`config.mk`:
```
export PLATFORM = sky130hd
export DESIGN_NAME = uart_bus_bridge
export DESIGN_NICKNAME = d
export VERILOG_FILES = /design/src/rtl/bridge_pkg.sv /design/src/rtl/uart_bus_bridge_rx_accept.sv /design/src/rtl/uart_bus_bridge.sv
export SDC_FILE = /design/constraint.sdc
export NUM_CORES = 1
export LEC_CHECK = 0
export CORE_MARGIN = 2
export CORE_UTILIZATION = 54
export DETAILED_ROUTE_END_ITERATION = 7
export PLACE_DENSITY_LB_ADDON = 0.25
export SETUP_SLACK_MARGIN = 0.5
export SLEW_MARGIN = 25
export SYNTH_ARGS = -nofsm -noshare
export SYNTH_HDL_FRONTEND = slang
export SYNTH_SLANG_ARGS = --single-unit
```
`constraint.sdc`:
```
create_clock -name raw_clk -period 2.28 [get_ports raw_clk]
set_input_delay 0.228 -clock raw_clk [delete_from_list [all_inputs] [get_ports raw_clk]]
set_output_delay 0.228 -clock raw_clk [all_outputs]
set_load 0.02 [all_outputs]
```
`src/rtl/bridge_pkg.sv`:
```
// bridge_pkg: opcodes and FSM state encoding shared by the UART bus bridge
package bridge_pkg;
  localparam logic [7:0] OP_WRITE = 8'h57;
  localparam logic [7:0] OP_READ  = 8'h52;
  localparam logic [7:0] ACK_BYTE = 8'h2E;
  typedef enum logic [2:0] {
    ST_IDLE,
    ST_GET_ADDR,
    ST_GET_DATA,
    ST_BUS_WAIT,
    ST_BUS_CYCLE,
    ST_TX_START,
    ST_TX_WAIT
  } state_e;
endpackage

```
`src/rtl/uart_bus_bridge_rx_accept.sv`:
```
// uart_bus_bridge_rx_accept: one-shot rx byte handshake, re-armed only after rx_ready drops
module uart_bus_bridge_rx_accept (
  input  logic       raw_clk,
  input  logic       reset,
  input  logic [7:0] rx_data_i,
  input  logic       rx_ready_i,
  input  logic       take_i,
  output logic       rx_ready_clear_o,
  output logic       byte_valid_o,
  output logic [7:0] byte_o
);
  logic       armed_q;
  logic       clear_q;
  logic [7:0] byte_q;
  logic       accept;
  assign accept           = rx_ready_i & armed_q & take_i;
  assign rx_ready_clear_o = clear_q;
  assign byte_valid_o     = clear_q;
  assign byte_o           = byte_q;
  // capture an accepted byte, pulse clear once, and disarm until rx_ready is seen low
  always_ff @(posedge raw_clk) begin
    if (reset) begin
      armed_q <= 1'b0;
      clear_q <= 1'b0;
      byte_q  <= 8'h00;
    end else begin
      armed_q <= accept ? 1'b0 : (armed_q | ~rx_ready_i);
      clear_q <= accept;
      if (accept) byte_q <= rx_data_i;
    end
  end
endmodule

```
`src/rtl/uart_bus_bridge.sv`:
```
// uart_bus_bridge: UART-driven debug master for the 6-bit register bus; UART_BUS_BRIDGE_ACK_EN adds '.' write acks
module uart_bus_bridge
  import bridge_pkg::*;
#(
  parameter int READ_LATENCY   = 2,
  parameter int TIMEOUT_CYCLES = 2700000
) (
  input  logic       raw_clk,
  input  logic       reset,
  input  logic [7:0] rx_data,
  input  logic       rx_ready,
  output logic       rx_ready_clear,
  output logic [7:0] tx_data,
  output logic       tx_strobe,
  input  logic       tx_busy,
  output logic       bus_enable,
  output logic [5:0] bus_address,
  output logic [7:0] bus_data_out,
  output logic       bus_write_enable,
  input  logic [7:0] bus_data_in,
  input  logic       wait_video,
  output logic       busy
);
  state_e      state_q, state_d;
  logic        wr_q, wr_d;
  logic [5:0]  addr_q, addr_d;
  logic [7:0]  wdata_q, wdata_d;
  logic [7:0]  txd_q, txd_d;
  logic [31:0] to_q, to_d;
  logic [7:0]  lat_q, lat_d;
  logic        byte_valid;
  logic [7:0]  rx_byte;
  logic        in_get;
  logic        timeout_hit;
  logic        take;
  assign in_get      = (state_q == ST_GET_ADDR) || (state_q == ST_GET_DATA);
  assign timeout_hit = in_get && (to_q == 32'(TIMEOUT_CYCLES - 1));
  assign take        = (state_q == ST_IDLE) || (in_get && !timeout_hit);
  uart_bus_bridge_rx_accept u_rx (
    .raw_clk          (raw_clk),
    .reset            (reset),
    .rx_data_i        (rx_data),
    .rx_ready_i       (rx_ready),
    .take_i           (take),
    .rx_ready_clear_o (rx_ready_clear),
    .byte_valid_o     (byte_valid),
    .byte_o           (rx_byte)
  );
  assign busy             = state_q != ST_IDLE;
  assign bus_enable       = state_q == ST_BUS_CYCLE;
  assign bus_write_enable = bus_enable & wr_q;
  assign bus_address      = addr_q;
  assign bus_data_out     = wdata_q;
  assign tx_data          = txd_q;
  assign tx_strobe        = state_q == ST_TX_START;
  // command sequencing: collect bytes, run the bus cycle, then send the reply
  always_comb begin
    state_d = state_q;
    wr_d    = wr_q;
    addr_d  = addr_q;
    wdata_d = wdata_q;
    txd_d   = txd_q;
    to_d    = 32'd0;
    lat_d   = 8'd0;
    case (state_q)
      ST_IDLE: if (byte_valid && (rx_byte == OP_WRITE || rx_byte == OP_READ)) begin
        wr_d    = rx_byte == OP_WRITE;
        state_d = ST_GET_ADDR;
      end
      ST_GET_ADDR: if (byte_valid) begin
        addr_d  = rx_byte[5:0];
        state_d = wr_q ? ST_GET_DATA : ST_BUS_WAIT;
      end else if (timeout_hit) state_d = ST_IDLE;
      else to_d = to_q + 32'd1;
      ST_GET_DATA: if (byte_valid) begin
        wdata_d = rx_byte;
        state_d = ST_BUS_WAIT;
      end else if (timeout_hit) state_d = ST_IDLE;
      else to_d = to_q + 32'd1;
      ST_BUS_WAIT: state_d = wait_video ? ST_BUS_WAIT : ST_BUS_CYCLE;
      ST_BUS_CYCLE: if (wr_q) begin
`ifdef UART_BUS_BRIDGE_ACK_EN
        txd_d   = ACK_BYTE;
        state_d = ST_TX_START;
`else
        state_d = ST_IDLE;
`endif
      end else if (lat_q == 8'(READ_LATENCY - 1)) begin
        txd_d   = bus_data_in;
        state_d = ST_TX_START;
      end else lat_d = lat_q + 8'd1;
      ST_TX_START: state_d = tx_busy ? ST_TX_WAIT : ST_TX_START;
      ST_TX_WAIT:  state_d = tx_busy ? ST_TX_WAIT : ST_IDLE;
      default:     state_d = ST_IDLE;
    endcase
  end
  // state registers; reset abandons any command in flight
  always_ff @(posedge raw_clk) begin
    if (reset) begin
      state_q <= ST_IDLE;
      wr_q    <= 1'b0;
      addr_q  <= 6'd0;
      wdata_q <= 8'h00;
      txd_q   <= 8'h00;
      to_q    <= 32'd0;
      lat_q   <= 8'd0;
    end else begin
      state_q <= state_d;
      wr_q    <= wr_d;
      addr_q  <= addr_d;
      wdata_q <= wdata_d;
      txd_q   <= txd_d;
      to_q    <= to_d;
      lat_q   <= lat_d;
    end
  end
endmodule

```
==> impl_metrics.env <==
export IMPL_status="finished, final reports clean"
export IMPL_nFillCells=438
export IMPL_power_frac_seq_pct=50.3
export IMPL_final_area_sq_mm=0.00429
export IMPL_worstPathRequired_ns=2.57
export IMPL_ir_drop_mv=0.746
export IMPL_hold_buffers=0
export IMPL_p_sw_share_pct=19.7
export IMPL_layout_drive_gt1_share_pct=17.6
export IMPL_ys_flop_type="dfxtp_1"
export IMPL_worst_setup_path_end_kind="flip-flop"
export IMPL_cts_max_level=3
export IMPL_drcViolationCount=0
export IMPL_vias_per_cell=5.48
export IMPL_io_buffers=47
export IMPL_rrSetupSlack_ns=0.33
export IMPL_syn_nets=393
export IMPL_internal_power_mw=2.13
export IMPL_vias=2743
export IMPL_syn_area_per_cell_sq_um=9.01
export IMPL_worst_slew_pin_slew_ns=0.558
export IMPL_synth_seq_cells=76
export IMPL_hold_viol=0
export IMPL_timing_hold_ws_ns=0.465
export IMPL_max_slew_margin_rel_pct=62.5
export IMPL_nets=445
export IMPL_fp_dieW_um=82.5
export IMPL_slew_viol_final=0
export IMPL_numCtsBuffers=9
export IMPL_switchingPower_uw=524
export IMPL_drv_cap=0
export IMPL_dr_pass1_iters=4
export IMPL_grt_start_max_net_pins=31
export IMPL_track_usage_pct=22.7
export IMPL_path_max_fanout=8
export IMPL_r2r_start="to_q[5]$_SDFF_PP0_"
export IMPL_grt_pass1_wl_mm=11.7
export IMPL_yosysWarnings=0
export IMPL_gp_congestion=0.861
export IMPL_pwr_density_cell_mw_per_mm2=619
export IMPL_timing_rr_end="u_rx.byte_o[5]$_SDFFE_PP0P_"
export IMPL_die_area_sq_mm=0.00680
export IMPL_clk_latency_ns=0.34
export IMPL_place_hpwl_mm=4.80
export IMPL_min_period_over_period_pct=85.5
export IMPL_n_antenna_cell=0
export IMPL_grt_ovfl_total=0
export IMPL_path_clk_slew_ns=0.08
export IMPL_num_rows=28
export IMPL_grt_antenna_before_repair=0
export IMPL_routed_wl_mm=7.37
export IMPL_finClkSkew_ns=0.00960
export IMPL_critPathArrivalTime_ns=2.24
export IMPL_period_minus_slack_ns=1.95
export IMPL_p_leak_nw=1.48
export IMPL_ys_async_sr_fraction_pct=0
export IMPL_start_util_pct=56.1
export IMPL_synth_edf_count=0
export IMPL_worstHoldPathType="flip-flop to flip-flop"
export IMPL_p_comb_share_pct=2.5
export IMPL_fmax_mhz=513
export IMPL_yosysSeqAreaShare_pct=45.8
export IMPL_critPathLaunchType="flip-flop"
export IMPL_first_global_vias=2556
export IMPL_min_path_cells=2
export IMPL_drt_iter0_markers=152
export IMPL_cts_sinks=76
export IMPL_worstRegToRegCells=5
export IMPL_setup_violations=0
export IMPL_antenna_left=0
export IMPL_core_area_sq_mm=0.00592
export IMPL_ys_types=47
export IMPL_setup_worst_path_end="u_rx.byte_o[5]$_SDFFE_PP0P_"
export IMPL_rsz0062_at_grt="true"
export IMPL_die_height_um=82.5
export IMPL_critPathLaunch="to_q[5]$_SDFF_PP0_"
export IMPL_cts_tree="yes"
export IMPL_wl_per_cell_um=14.7
export IMPL_path_class="flip-flop to flip-flop"
export IMPL_dpl_cell_area_sq_mm=0.00388
export IMPL_synth_cells=369
export IMPL_synthToLayoutAreaGrowth_pct=29.2
export IMPL_p_clk_share_pct=47.2
export IMPL_syn_area_sq_mm=0.00332
export IMPL_root_buffer="clkbuf_8"
export IMPL_tns_ns=0
export IMPL_cts_buffer_depth=2
export IMPL_io_pins=48
==> cell families (layout without fill, tap and decap cells) <==
family	count (synthesis)	in the layout	synth area share, %
xor+xnor	37	37	9.75
compound gates	36	36	8.13
fa+ha+maj	3	3	1.13
flops	76	76	45.8
mux	15	15	4.52
simple gates	171	172	26.6
buf+inv	31	87	4.06
==> worst min-delay path by stage <==
| stage | slack (ns) | end | startpoint |
|---|---|---|---|
| after global placement | 0.44 | to_q[0]$_SDFF_PP0_ | to_q[0]$_SDFF_PP0_ |
| after detailed placement | 0.45 | to_q[0]$_SDFF_PP0_ | to_q[0]$_SDFF_PP0_ |
| after global routing | 0.49 | u_rx.byte_o[3]$_SDFFE_PP0P_ | rx_data[3] |
| after floorplan | 0.32 | u_rx.armed_q$_SDFF_PP0_ | rx_ready |
| after CTS | 0.47 | bus_data_out[4]$_SDFFE_PP0P_ | bus_data_out[4]$_SDFFE_PP0P_ |
| final | 0.46 | bus_data_out[4]$_SDFFE_PP0P_ | bus_data_out[4]$_SDFFE_PP0P_ |
==> cell usage after synthesis, types with 2 or more instances <==
| cell type | instances | area (sq um) |
|---|---|---|
| and2_1 | 2 | 12.5 |
| dfxtp_1 | 76 | 1520 |
| or4_1 | 2 | 15.0 |
| or2_2 | 2 | 12.5 |
| buf_2 | 9 | 45.0 |
| nor3_1 | 15 | 75.1 |
| mux2i_1 | 15 | 150 |
| and4_1 | 2 | 17.5 |
| o2bb2ai_1 | 2 | 17.5 |
| clkbuf_1 | 8 | 30.0 |
| a21oi_1 | 14 | 70.1 |
| xnor2_1 | 23 | 201 |
| a22o_1 | 9 | 78.8 |
| and3_1 | 8 | 50.1 |
| nand3_1 | 20 | 100 |
| nor2_1 | 59 | 221 |
| xor2_1 | 14 | 123 |
| inv_1 | 12 | 45.0 |
| nand4_1 | 6 | 37.5 |
| a31oi_1 | 2 | 12.5 |
| nand2_1 | 30 | 113 |
| ha_1 | 3 | 37.5 |
| o32ai_1 | 2 | 17.5 |
| or3_1 | 3 | 18.8 |
| nor4_1 | 9 | 56.3 |
==> worst max-delay path, cell delays in order, from the launching register on <==
cell     delay (ns)
dfxtp_2        0.36
nor4_2         0.34
nand3_1        0.18
or4_4          0.55
a41oi_4        0.28
a22o_1         0.19
==> per-layer routing <==
layer / vias up / track usage [%] / share of wire, %
met4: 0 / 6.67 / 1.2
met2: 67 / 35.6 / 47
met5: - / 0 / 0
met3: 7 / 7.39 / 4.8
li1: 1374 / - / -
met1: 1295 / 29.8 / 47
==> state kept, by name, indices dropped and copies added, names as in the netlist <==
register	cells
bus_address	6
wr_q	1
tx_data	8
u_rx.byte_valid_o	1
u_rx.byte_o	8
bus_data_out	8
state_q	3
to_q	32
lat_q	8
u_rx.armed_q	1
==> cell usage in the layout (no fill, tap or decap), types with 3 or more instances in the layout <==
cell type	n
dfxtp_1	62
nor2_1	59
clkdlybuf4s50_1	43
nand2_1	29
xnor2_1	23
nand3_1	20
mux2i_1	15
xor2_1	14
nor3_1	13
a21oi_1	13
dfxtp_2	12
inv_1	11
clkbuf_8	10
a22o_1	9
buf_4	9
nor4_2	7
and3_1	6
nand4_1	6
and3_4	4
nor4_1	3
or3_4	3
bufinv_16	3
==> power groups by stage <==
stage	combinational (mW)	clock [mW]	sequential, mW
2_1_floorplan	0.0214	0	1.37
3_3_place_gp	0.0636	0	1.37
3_5_place_dp	0.0645	0	1.37
4_1_cts	0.0656	1.28	1.34
5_1_grt	0.0700	1.33	1.34
6_report	0.0652	1.26	1.34
==> timing repair <==
action                     4_1_cts  5_1_grt
cloned                           1        0
pin swaps                        8        8
setup buffers                    2        3
setup endpoints to repair       50       42
resized for setup               24       21
==> cell type report <==
class | instances | area, sq um | area share, %
tap | 75 | 93.8 | 2.19
clock inverter | 5 | 108 | 2.51
inverter | 12 | 45.0 | 1.05
clock buffer | 11 | 141 | 3.29
sequential | 76 | 1540 | 36.0
multi-input combinational | 263 | 1800 | 41.9
timing repair buffer | 59 | 563 | 13.1
==> per-stage QoR <==
stage               worst slack, ns  instances  util (%)  power (mW)
floorplan                     0.448        369         -        1.39
global placement              0.316        479      65.6        1.44
detailed placement            0.283        479      65.6        1.44
CTS                           0.360        498      71.1        2.69
global route                  0.251        501      72.5        2.74
finish                        0.332        501      72.5        2.66
Note: power is estimated with default switching activity, not from simulation.
